[config.mk]
export PLATFORM = sky130hd
export DESIGN_NAME = pixel_write_scheduler
export DESIGN_NICKNAME = d
export VERILOG_FILES = /design/src/rtl/pixel_write_scheduler.sv
export SDC_FILE = /design/constraint.sdc
export NUM_CORES = 1
export LEC_CHECK = 0
export CAP_MARGIN = 0
export CORE_ASPECT_RATIO = 0.6
export CORE_UTILIZATION = 52
export CTS_CLUSTER_SIZE = 40
export DETAILED_ROUTE_END_ITERATION = 8
export HOLD_SLACK_MARGIN = 0.02
export PLACE_DENSITY = 0.81
export SLEW_MARGIN = 10
export SYNTH_ARGS = -nofsm -noshare
export SYNTH_HDL_FRONTEND = slang
export SYNTH_SLANG_ARGS = --single-unit
export TNS_END_PERCENT = 5
[constraint.sdc]
create_clock -name i_clk -period 3.65 [get_ports i_clk]
set_input_delay 0.73 -clock i_clk [delete_from_list [all_inputs] [get_ports i_clk]]
set_output_delay 0.73 -clock i_clk [all_outputs]
set_load 0.02 [all_outputs]
[src/rtl/pixel_write_scheduler.sv]
// Queues host SET_PIXEL writes and sequences CLEAR_SCREEN sweeps into the
// screen buffer write port, issuing writes only while the blanking window is open.
module pixel_write_scheduler #(
  parameter int DEPTH  = 8,
  parameter int ADDR_W = 10,
  parameter int PIX_W  = 3,
  parameter int CELLS  = 600
) (
  input  logic                       i_clk,
  input  logic                       i_reset_n,
  input  logic [31:0]                i_instruction,
  input  logic                       i_instruction_ready,
  input  logic                       i_write_window,
  output logic                       o_wr_en,
  output logic [ADDR_W-1:0]          o_wr_addr,
  output logic [PIX_W-1:0]           o_wr_data,
  output logic                       o_busy,
  output logic                       o_overflow,
  output logic                       o_bad_addr,
  output logic [$clog2(DEPTH):0]     o_fifo_level
);

  // state | meaning
  // IDLE  | nothing to do; waiting for queued pixels or a clear
  // DRAIN | popping queued pixel writes on open window cycles
  // CLEAR | sweeping every cell with the latched colour
  typedef enum logic [1:0] {IDLE, DRAIN, CLEAR} state_t;

  localparam int PTR_W    = $clog2(DEPTH);
  localparam int LVL_W    = PTR_W + 1;
  localparam int ENTRY_W  = ADDR_W + PIX_W;
  localparam int DATA_LSB = 8 + ADDR_W;
  localparam logic [7:0] OP_SET_PIXEL    = 8'h07;
  localparam logic [7:0] OP_CLEAR_SCREEN = 8'h08;
  localparam logic [ADDR_W-1:0] LAST_CELL = ADDR_W'(CELLS - 1);
  localparam logic [ADDR_W:0]   CELL_LIMIT = (ADDR_W + 1)'(CELLS);

  logic [31:0]        instr_q;
  logic               ready_q;
  logic               set_cmd, clear_cmd, addr_ok;
  logic [ADDR_W-1:0]  set_addr;
  logic [PIX_W-1:0]   set_data, clear_colour;
  logic               unused_instr_bits;

  logic [ENTRY_W-1:0] mem [DEPTH];
  logic [PTR_W-1:0]   wr_ptr, rd_ptr;
  logic [LVL_W-1:0]   level, level_next;
  logic               full, empty, push, pop;
  logic [ENTRY_W-1:0] head;

  state_t             state, state_next;
  logic [ADDR_W-1:0]  cnt;
  logic [PIX_W-1:0]   colour;
  logic               cnt_clr, sweep_wr;

  always_ff @(posedge i_clk or negedge i_reset_n) begin
    if (!i_reset_n) begin
      instr_q <= '0;
      ready_q <= 1'b0;
    end else begin
      instr_q <= i_instruction_ready ? i_instruction : '0;
      ready_q <= i_instruction_ready;
    end
  end

  assign set_cmd      = ready_q && (instr_q[7:0] == OP_SET_PIXEL);
  assign clear_cmd    = ready_q && (instr_q[7:0] == OP_CLEAR_SCREEN);
  assign set_addr     = instr_q[8 +: ADDR_W];
  assign set_data     = instr_q[DATA_LSB +: PIX_W];
  assign clear_colour = instr_q[8 +: PIX_W];
  assign addr_ok      = {1'b0, set_addr} < CELL_LIMIT;
  assign unused_instr_bits = ^instr_q[31:DATA_LSB+PIX_W];

  assign full  = (level == LVL_W'(DEPTH));
  assign empty = (level == '0);
  assign head  = mem[rd_ptr];
  assign pop   = (state == DRAIN) && i_write_window && !empty;
  // A full FIFO still accepts a push when the head leaves in the same cycle.
  assign push  = set_cmd && addr_ok && (!full || pop);

  always_comb begin
    level_next = level;
    case ({push, pop})
      2'b10:   level_next = level + LVL_W'(1);
      2'b01:   level_next = level - LVL_W'(1);
      default: level_next = level;
    endcase
  end

  always_ff @(posedge i_clk) begin
    if (push) mem[wr_ptr] <= {set_addr, set_data};
  end

  always_ff @(posedge i_clk or negedge i_reset_n) begin
    if (!i_reset_n) begin
      wr_ptr <= '0;
      rd_ptr <= '0;
      level  <= '0;
    end else begin
      if (push) wr_ptr <= wr_ptr + PTR_W'(1);
      if (pop)  rd_ptr <= rd_ptr + PTR_W'(1);
      level <= level_next;
    end
  end

  always_ff @(posedge i_clk or negedge i_reset_n) begin
    if (!i_reset_n) state <= IDLE;
    else            state <= state_next;
  end

  always_comb begin
    state_next = state;
    cnt_clr    = 1'b0;
    sweep_wr   = 1'b0;
    case (state)
      IDLE: begin
        if (clear_cmd) begin
          state_next = CLEAR;
          cnt_clr    = 1'b1;
        end else if (!empty) begin
          state_next = DRAIN;
        end
      end
      DRAIN: begin
        if (clear_cmd) begin
          state_next = CLEAR;
          cnt_clr    = 1'b1;
        end else if (level_next == '0) begin
          state_next = IDLE;
        end
      end
      CLEAR: begin
        sweep_wr = i_write_window;
        if (clear_cmd) cnt_clr = 1'b1;
        else if (i_write_window && (cnt == LAST_CELL)) state_next = IDLE;
      end
      default: state_next = IDLE;
    endcase
  end

  // A restart still completes the current cell with the old colour.
  always_ff @(posedge i_clk or negedge i_reset_n) begin
    if (!i_reset_n) begin
      cnt    <= '0;
      colour <= '0;
    end else begin
      if (cnt_clr)       cnt <= '0;
      else if (sweep_wr) cnt <= cnt + ADDR_W'(1);
      if (clear_cmd) colour <= clear_colour;
    end
  end

  always_ff @(posedge i_clk or negedge i_reset_n) begin
    if (!i_reset_n) begin
      o_wr_en    <= 1'b0;
      o_wr_addr  <= '0;
      o_wr_data  <= '0;
      o_overflow <= 1'b0;
      o_bad_addr <= 1'b0;
    end else begin
      o_wr_en    <= pop || sweep_wr;
      o_overflow <= set_cmd && addr_ok && full && !pop;
      o_bad_addr <= set_cmd && !addr_ok;
      if (pop) begin
        o_wr_addr <= head[ENTRY_W-1:PIX_W];
        o_wr_data <= head[PIX_W-1:0];
      end else if (sweep_wr) begin
        o_wr_addr <= cnt;
        o_wr_data <= colour;
      end
    end
  end

  assign o_busy       = full || (state == CLEAR);
  assign o_fifo_level = level;

endmodule

==> results.json, run 1 <==
{
  "status": "complete, no violations",
  "routabilityCongestion": 0.927,
  "top_level_ports": 57,
  "cp-startpoint": "instr_q[11]",
  "n_antenna_cell": 0,
  "fin_crit_sh_pct": 88.2,
  "fmax_mhz": 310,
  "grt_pass1_wl_um": 22000,
  "die-area_um2": 13500,
  "port_buffers": 45,
  "maxCapViolCount": 0,
  "synth_edf_count": 104,
  "ys_seq_elements": 167,
  "yosys.cell_types.count": 48,
  "hold_path_class": "input pin to asynchronous set/reset pin",
  "cts.sinks": 167,
  "avgSynthCellArea_um2": 16.2,
  "finClkSkew_ns": 0.00810,
  "clockBufferDepth": 2,
  "drive_gt1_share_pct": 19.8,
  "seq_area_um2": 4700,
  "num-fill-cells": 838,
  "power.density_nw_per_um2": 718,
  "ir_worst_vdd_v": 0.000367,
  "die_y_um": 90.4,
  "layout.nets": 520,
  "synth_most_common_cell": "edfxtp_1",
  "r2r_start": "instr_q[11]",
  "synth.area.top_cells": "edfxtp_1 (46%), dfrtp_1 (23%), mux4_2 (8.7%)",
  "endpoint_kind": "flip-flop",
  "viasPerCell": 5.85,
  "clkTransAtPathRegs_ns": 0.06,
  "hold_viol": 0,
  "cts_post_setup_buffers_inserted": 0,
  "grt_overflow": 0,
  "synthTopCellsByCount": "edfxtp_1 (104), dfrtp_1 (63), nand2_1 (30)",
  "htree_levels": 4,
  "tightestPinTransition_ns": 0.754,
  "synthCells": 417,
  "initial_utilization_pct": 54.7,
  "drc_errors": 0,
  "power_leakage_nw": 3.06,
  "dp_hpwl_um": 8490,
  "wirelength_um": 13400,
  "ys_warn_count": 0,
  "start_kind": "flip-flop",
  "crit_fanout": 10,
  "ys_seq_area_share_pct": 69.4,
  "grt_max_degree": 42,
  "detail-route-antenna-nets": 0,
  "period_needed_ns": 3.22,
  "first_iter_violations": 434,
  "clock-root-buffer": "clkbuf_16",
  "netlist.area_leader.share_pct": 46.1,
  "synth_fp_nets": 459,
  "multiInputGateArea_um2": 2000,
  "synthesis.area_um2": 6770,
  "synth-async-reset-ratio_pct": 37.7,
  "dpl_cell_area_um2": 7490,
  "cts_buffers": 17,
  "grt_usage_pct": 22.5,
  "cts_resized": 0,
  "synthFlopType": "edfxtp_1",
  "cts_tree": "built",
  "max_slew_margin_pct": 49.7,
  "vias": 3837,
  "routedWlPerCell_um": 20.5,
  "hold_buffers": 0,
  "clk_latency_ns": 0.42,
  "cp.arrival_ns": 3.51,
  "drtPass1Iterations": 5,
  "rows": 31,
  "fin_setup_tns_ns": 0,
  "path_class": "flip-flop to flip-flop",
  "final_area_um2": 8090,
  "required_ns": 3.94,
  "design.core.area_um2": 12400,
  "dieWidth_um": 149,
  "report.final.slew_viol_count": 0,
  "yosys.area.top_type": "edfxtp_1",
  "antenna_found_initial": 0,
  "setup_viol": 0,
  "grt_pass1_vias": 4027,
  "rsz0062_at_grt": "no",
  "area_growth_pct": 19.5
}
==> placed cells by master, fill, tap and decap left out, types with 7 or more instances in the layout <==
master	instances
edfxtp_1	104
dfrtp_1	63
clkdlybuf4s50_1	44
nand2_1	30
mux4_2	26
and2_1	22
o21ai_0	19
clkbuf_16	18
mux2_2	17
buf_4	16
nor2_1	15
mux2i_1	14
xnor2_1	8
nand3_1	8
a21oi_1	7
==> critical path: stages, from the launching register on <==
cell and delay (ns):
dfrtp_1 0.50, a21oi_1 0.11, o21ai_0 0.22, buf_4 0.21
or2_1 0.29, nand2_1 0.15, inv_1 0.13, ha_1 0.24
a21o_1 0.18, a21oi_1 0.28, buf_4 0.20, a21oi_1 0.07
o41ai_1 0.40, a21boi_1 0.12
==> flip-flops by register name (all words and copies together), names as in the netlist, 2 cells and up <==
register      flops
mem             104
instr_q          21
cnt              10
o_wr_addr        10
o_fifo_level      4
colour            3
o_wr_data         3
rd_ptr            3
wr_ptr            3
state             2
==> report_power, final <==
group	switching, mW	total (mW)	leakage (nW)	internal [mW]
Clock	0.702	1.79	0.300	1.09
Combinational	0.771	1.60	1.01	0.824
Sequential	0.230	2.42	1.75	2.19
==> final timing paths <==
path / endpoint / slack (ns) / cells past startpoint
worst max-delay path: state[0] / 0.43 / 13
worst min-delay path: instr_q[2] / 0.29 / 1
worst max register to register: state[0] / 0.43 / 13
worst min register to register: colour[1] / 0.51 / 1
max in group asynchronous: rd_ptr[1] / 2.44 / 2
min in group i_clk: colour[1] / 0.51 / 1
==> kinds of logic (layout without fill, tap and decap cells) <==
group / count (synthesis) / after routing / synth area share (%)
adder cells (fa/ha/maj): 6 / 6 / 1.22
multiplexers: 58 / 58 / 13.7
AO/OA/AOI/OAI: 39 / 39 / 3.59
buffers and inverters: 25 / 99 / 1.50
AND/OR/NAND/NOR: 108 / 108 / 8.73
flip-flops: 167 / 167 / 69.4
XOR/XNOR: 14 / 14 / 1.81
==> metal layers <==
metal  vias up  wire, um  track usage (%)
met4         0       194             8.08
met5         -         0                0
met3        23       948             5.51
met1      1951      5860             31.5
li1       1699         -                -
met2       164      6430             34.7
==> through the flow <==
step	utilization (%)	setup WS [ns]	hold WS, ns	std cells	total power [mW]
2_1_floorplan	-	0.253	0.434	417	3.50
3_3_place_gp	60.5	0.362	0.488	624	3.98
3_5_place_dp	60.5	0.271	0.497	624	4.04
4_1_cts	65.4	0.496	0.295	656	5.84
5_1_grt	65.4	0.250	0.318	656	6.08
6_report	65.4	0.429	0.285	656	5.81
==> area by class of cell <==
cell class | instances | area share (%)
clock inverter | 5 | 0.696
tap | 165 | 2.55
clock buffer | 27 | 6.73
multi-input combinational | 225 | 24.7
sequential | 167 | 58.1
inverter | 6 | 0.278
timing repair buffer | 61 | 6.99
Power figures use the tool's default switching activity.
==> inputs of run 2 (changes only) <==
--- a/config.mk
+++ b/config.mk
@@ -7,11 +7,11 @@
 export LEC_CHECK = 0
 export CAP_MARGIN = 0
 export CORE_ASPECT_RATIO = 0.6
-export CORE_UTILIZATION = 52
+export CORE_UTILIZATION = 57
 export CTS_CLUSTER_SIZE = 40
 export DETAILED_ROUTE_END_ITERATION = 8
 export HOLD_SLACK_MARGIN = 0.02
-export PLACE_DENSITY = 0.81
+export PLACE_DENSITY = 0.84
 export SLEW_MARGIN = 10
 export SYNTH_ARGS = -nofsm -noshare
 export SYNTH_HDL_FRONTEND = slang
==> constraint.sdc (replaced) <==
create_clock -name i_clk -period 3 [get_ports i_clk]
set_input_delay 0.6 -clock i_clk [delete_from_list [all_inputs] [get_ports i_clk]]
set_output_delay 0.6 -clock i_clk [all_outputs]
set_load 0.02 [all_outputs]
==> run 2 against run 1 <==
  * Critical path depth unchanged
  * Wire length grew 0.74%
  * Clock power up 20%
  * Sequential power up 21%
  * Non-clock buffer count increased by 18
  * Global-route usage is 1.7 points higher
  * Flip-flop and latch count unchanged
  * Sequential share of layout area shrank 1.1 points
  * Combinational power increased by 27%
  * Register-to-register slack got worse by 0.39 ns
  * Core utilization grew 7.0 points
  * Critical path type unchanged
  * Highest routed layer unchanged
==> results.json, run 2 (same netlist as run 1, synthesis figures left out) <==
{
  "grt_pass1_vias": 3862,
  "period_needed_ns": 2.96,
  "rrSetupSlack_ns": 0.04,
  "wirelength_um": 13500,
  "top_register": "mem",
  "hold_viol": 0,
  "critPathSlowestCell": "or4_1",
  "path_cells": "nor4b_4, nand3_4, or2_4, nand2_2, inv_1, buf_4, ha_1, a21oi_1, buf_4, or4_1, a21oi_2, o41ai_1, a21boi_1",
  "required_ns": 3.34,
  "multiInputGateArea_um2": 2020,
  "area_growth_pct": 22.1,
  "drtPass1Iterations": 5,
  "clkTransAtPathRegs_ns": 0.06,
  "max_slew_margin_pct": 49.9,
  "seq_area_um2": 4710,
  "routabilityCongestion": 0.844,
  "path_class": "flip-flop to flip-flop",
  "largest_register_ffs": 104,
  "fmax_mhz": 338,
  "crit_fanout": 8,
  "num-fill-cells": 725,
  "report.final.slew_viol_count": 0,
  "grt_max_degree": 64,
  "power.density_nw_per_um2": 858,
  "grt_overflow": 0,
  "grt_usage_pct": 24.3,
  "final_cell_mix": "edfxtp_1 (104), dfrtp_1 (57), clkdlybuf4s50_1 (44)",
  "endpoint_kind": "flip-flop",
  "routedWlPerCell_um": 20.3,
  "reg_top3": "mem x104, instr_q x21",
  "first_iter_violations": 367,
  "rows": 30,
  "htree_levels": 4,
  "start_kind": "flip-flop",
  "ir_worst_vdd_v": 0.000501,
  "fin_crit_sh_pct": 98.7,
  "pre_cts_ws_ns": -0.0414,
  "power.total_mw": 7.09,
  "viasPerCell": 5.80,
  "cp_common_cell": "buf_4",
  "initial_utilization_pct": 59.3,
  "port_buffers": 45,
  "hold_ws_ns": 0.182,
  "dieWidth_um": 143,
  "cts_buffers": 17,
  "clk_latency_ns": 0.42,
  "cts.sinks": 167,
  "hold_path_class": "input pin to asynchronous set/reset pin",
  "vias": 3877,
  "top_level_ports": 57,
  "final_common_cell": "edfxtp_1",
  "design.core.area_um2": 11400,
  "maxCapViolCount": 0,
  "cp.arrival_ns": 3.30,
  "die_y_um": 86.4,
  "die-area_um2": 12300,
  "r2r_start": "instr_q[6]",
  "drc_errors": 0,
  "finClkSkew_ns": 0.00795,
  "grt_pass1_wl_um": 21300,
  "dpl_cell_area_um2": 7550,
  "antenna_found_initial": 0,
  "cp-startpoint": "instr_q[6]",
  "detail-route-antenna-nets": 0,
  "tightestPinTransition_ns": 0.751,
  "cts_tree": "built",
  "clockBufferDepth": 2,
  "hold_buffers": 0,
  "n_antenna_cell": 0,
  "slowest_delay_ns": 0.44,
  "setup_viol": 0,
  "power_leakage_nw": 3.13,
  "drive_gt1_share_pct": 24.8,
  "status": "complete, no violations",
  "clock-root-buffer": "clkbuf_16",
  "setup_ws_ns": 0.0380,
  "dp_hpwl_um": 8520,
  "layout.nets": 538,
  "final_area_um2": 8260
}
run 2: cell count changes in the layout (fill, tap and decap cells not counted), moves of 3 or more:
cell,delta
buf_4,+17
dfrtp_2,+6
dfrtp_1,-6
clkbuf_8,-3
run 2: final timing paths:
kind                                to  cells past startpoint
setup / recovery              state[0]                     13
hold reg to reg              mem[2][7]                      0
max in group asynchronous  instr_q[16]                      2
hold / removal                  cnt[4]                      2
setup reg to reg              state[0]                     13
min in group i_clk           mem[2][7]                      0
run 2: metrics by stage:
stage	util, %	setup TNS (ns)	cells
after CTS	71.5	0	657
after global routing	72.4	-0.0614	668
after global placement	66.2	-0.00528	626
final	72.4	0	668
after detailed placement	66.2	-0.0414	626
after floorplan	-	-8.35	417
run 2: report_power, final:
| group | internal (mW) | switching (mW) |
|---|---|---|
| clock network | 1.28 | 0.862 |
| logic | 1.04 | 0.986 |
| registers | 2.66 | 0.267 |
| total | 4.98 | 2.12 |
run 2: critical path, delay by kind of cell, from the launching register on:
| kind | cells | cell delay, ns |
|---|---|---|
| flip-flops | 1 | 0.40 |
| adder cells (fa/ha/maj) | 1 | 0.31 |
| AND/OR/NAND/NOR | 5 | 1.32 |
| AO/OA/AOI/OAI | 4 | 0.50 |
| buffers and inverters | 3 | 0.35 |
run 2: timing repair:
action,in CTS,in global routing
resized for setup,0,12
setup endpoints to repair,0,2
setup buffers,0,11
run 2: cell type report:
| type | count | area share, % |
|---|---|---|
| Sequential cell | 167 | 57.0 |
| Timing Repair Buffer | 79 | 8.63 |
| Clock buffer | 24 | 6.60 |
| Clock inverter | 7 | 0.666 |
| Inverter | 6 | 0.273 |
| Multi-Input combinational cell | 225 | 24.4 |
| Tap cell | 160 | 2.42 |
run 2: layer usage:
layer	part of all wire, %	GRT usage, %	vias up
met3	5.1	5.14	22
li1	-	-	1742
met4	1.7	9.38	0
met1	45	34.6	1983
met5	0	0	-
met2	48	37.4	130
==> inputs of run 3 (changes only) <==
--- a/config.mk
+++ b/config.mk
@@ -5,14 +5,13 @@
 export SDC_FILE = /design/constraint.sdc
 export NUM_CORES = 1
 export LEC_CHECK = 0
-export CAP_MARGIN = 0
 export CORE_ASPECT_RATIO = 0.6
 export CORE_UTILIZATION = 57
 export CTS_CLUSTER_SIZE = 40
 export DETAILED_ROUTE_END_ITERATION = 8
 export HOLD_SLACK_MARGIN = 0.02
 export PLACE_DENSITY = 0.84
-export SLEW_MARGIN = 10
+export SLEW_MARGIN = 15
 export SYNTH_ARGS = -nofsm -noshare
 export SYNTH_HDL_FRONTEND = slang
 export SYNTH_SLANG_ARGS = --single-unit
==> results of run 3 <==
Final layout, timing and power as in run 2 (identical DEF).
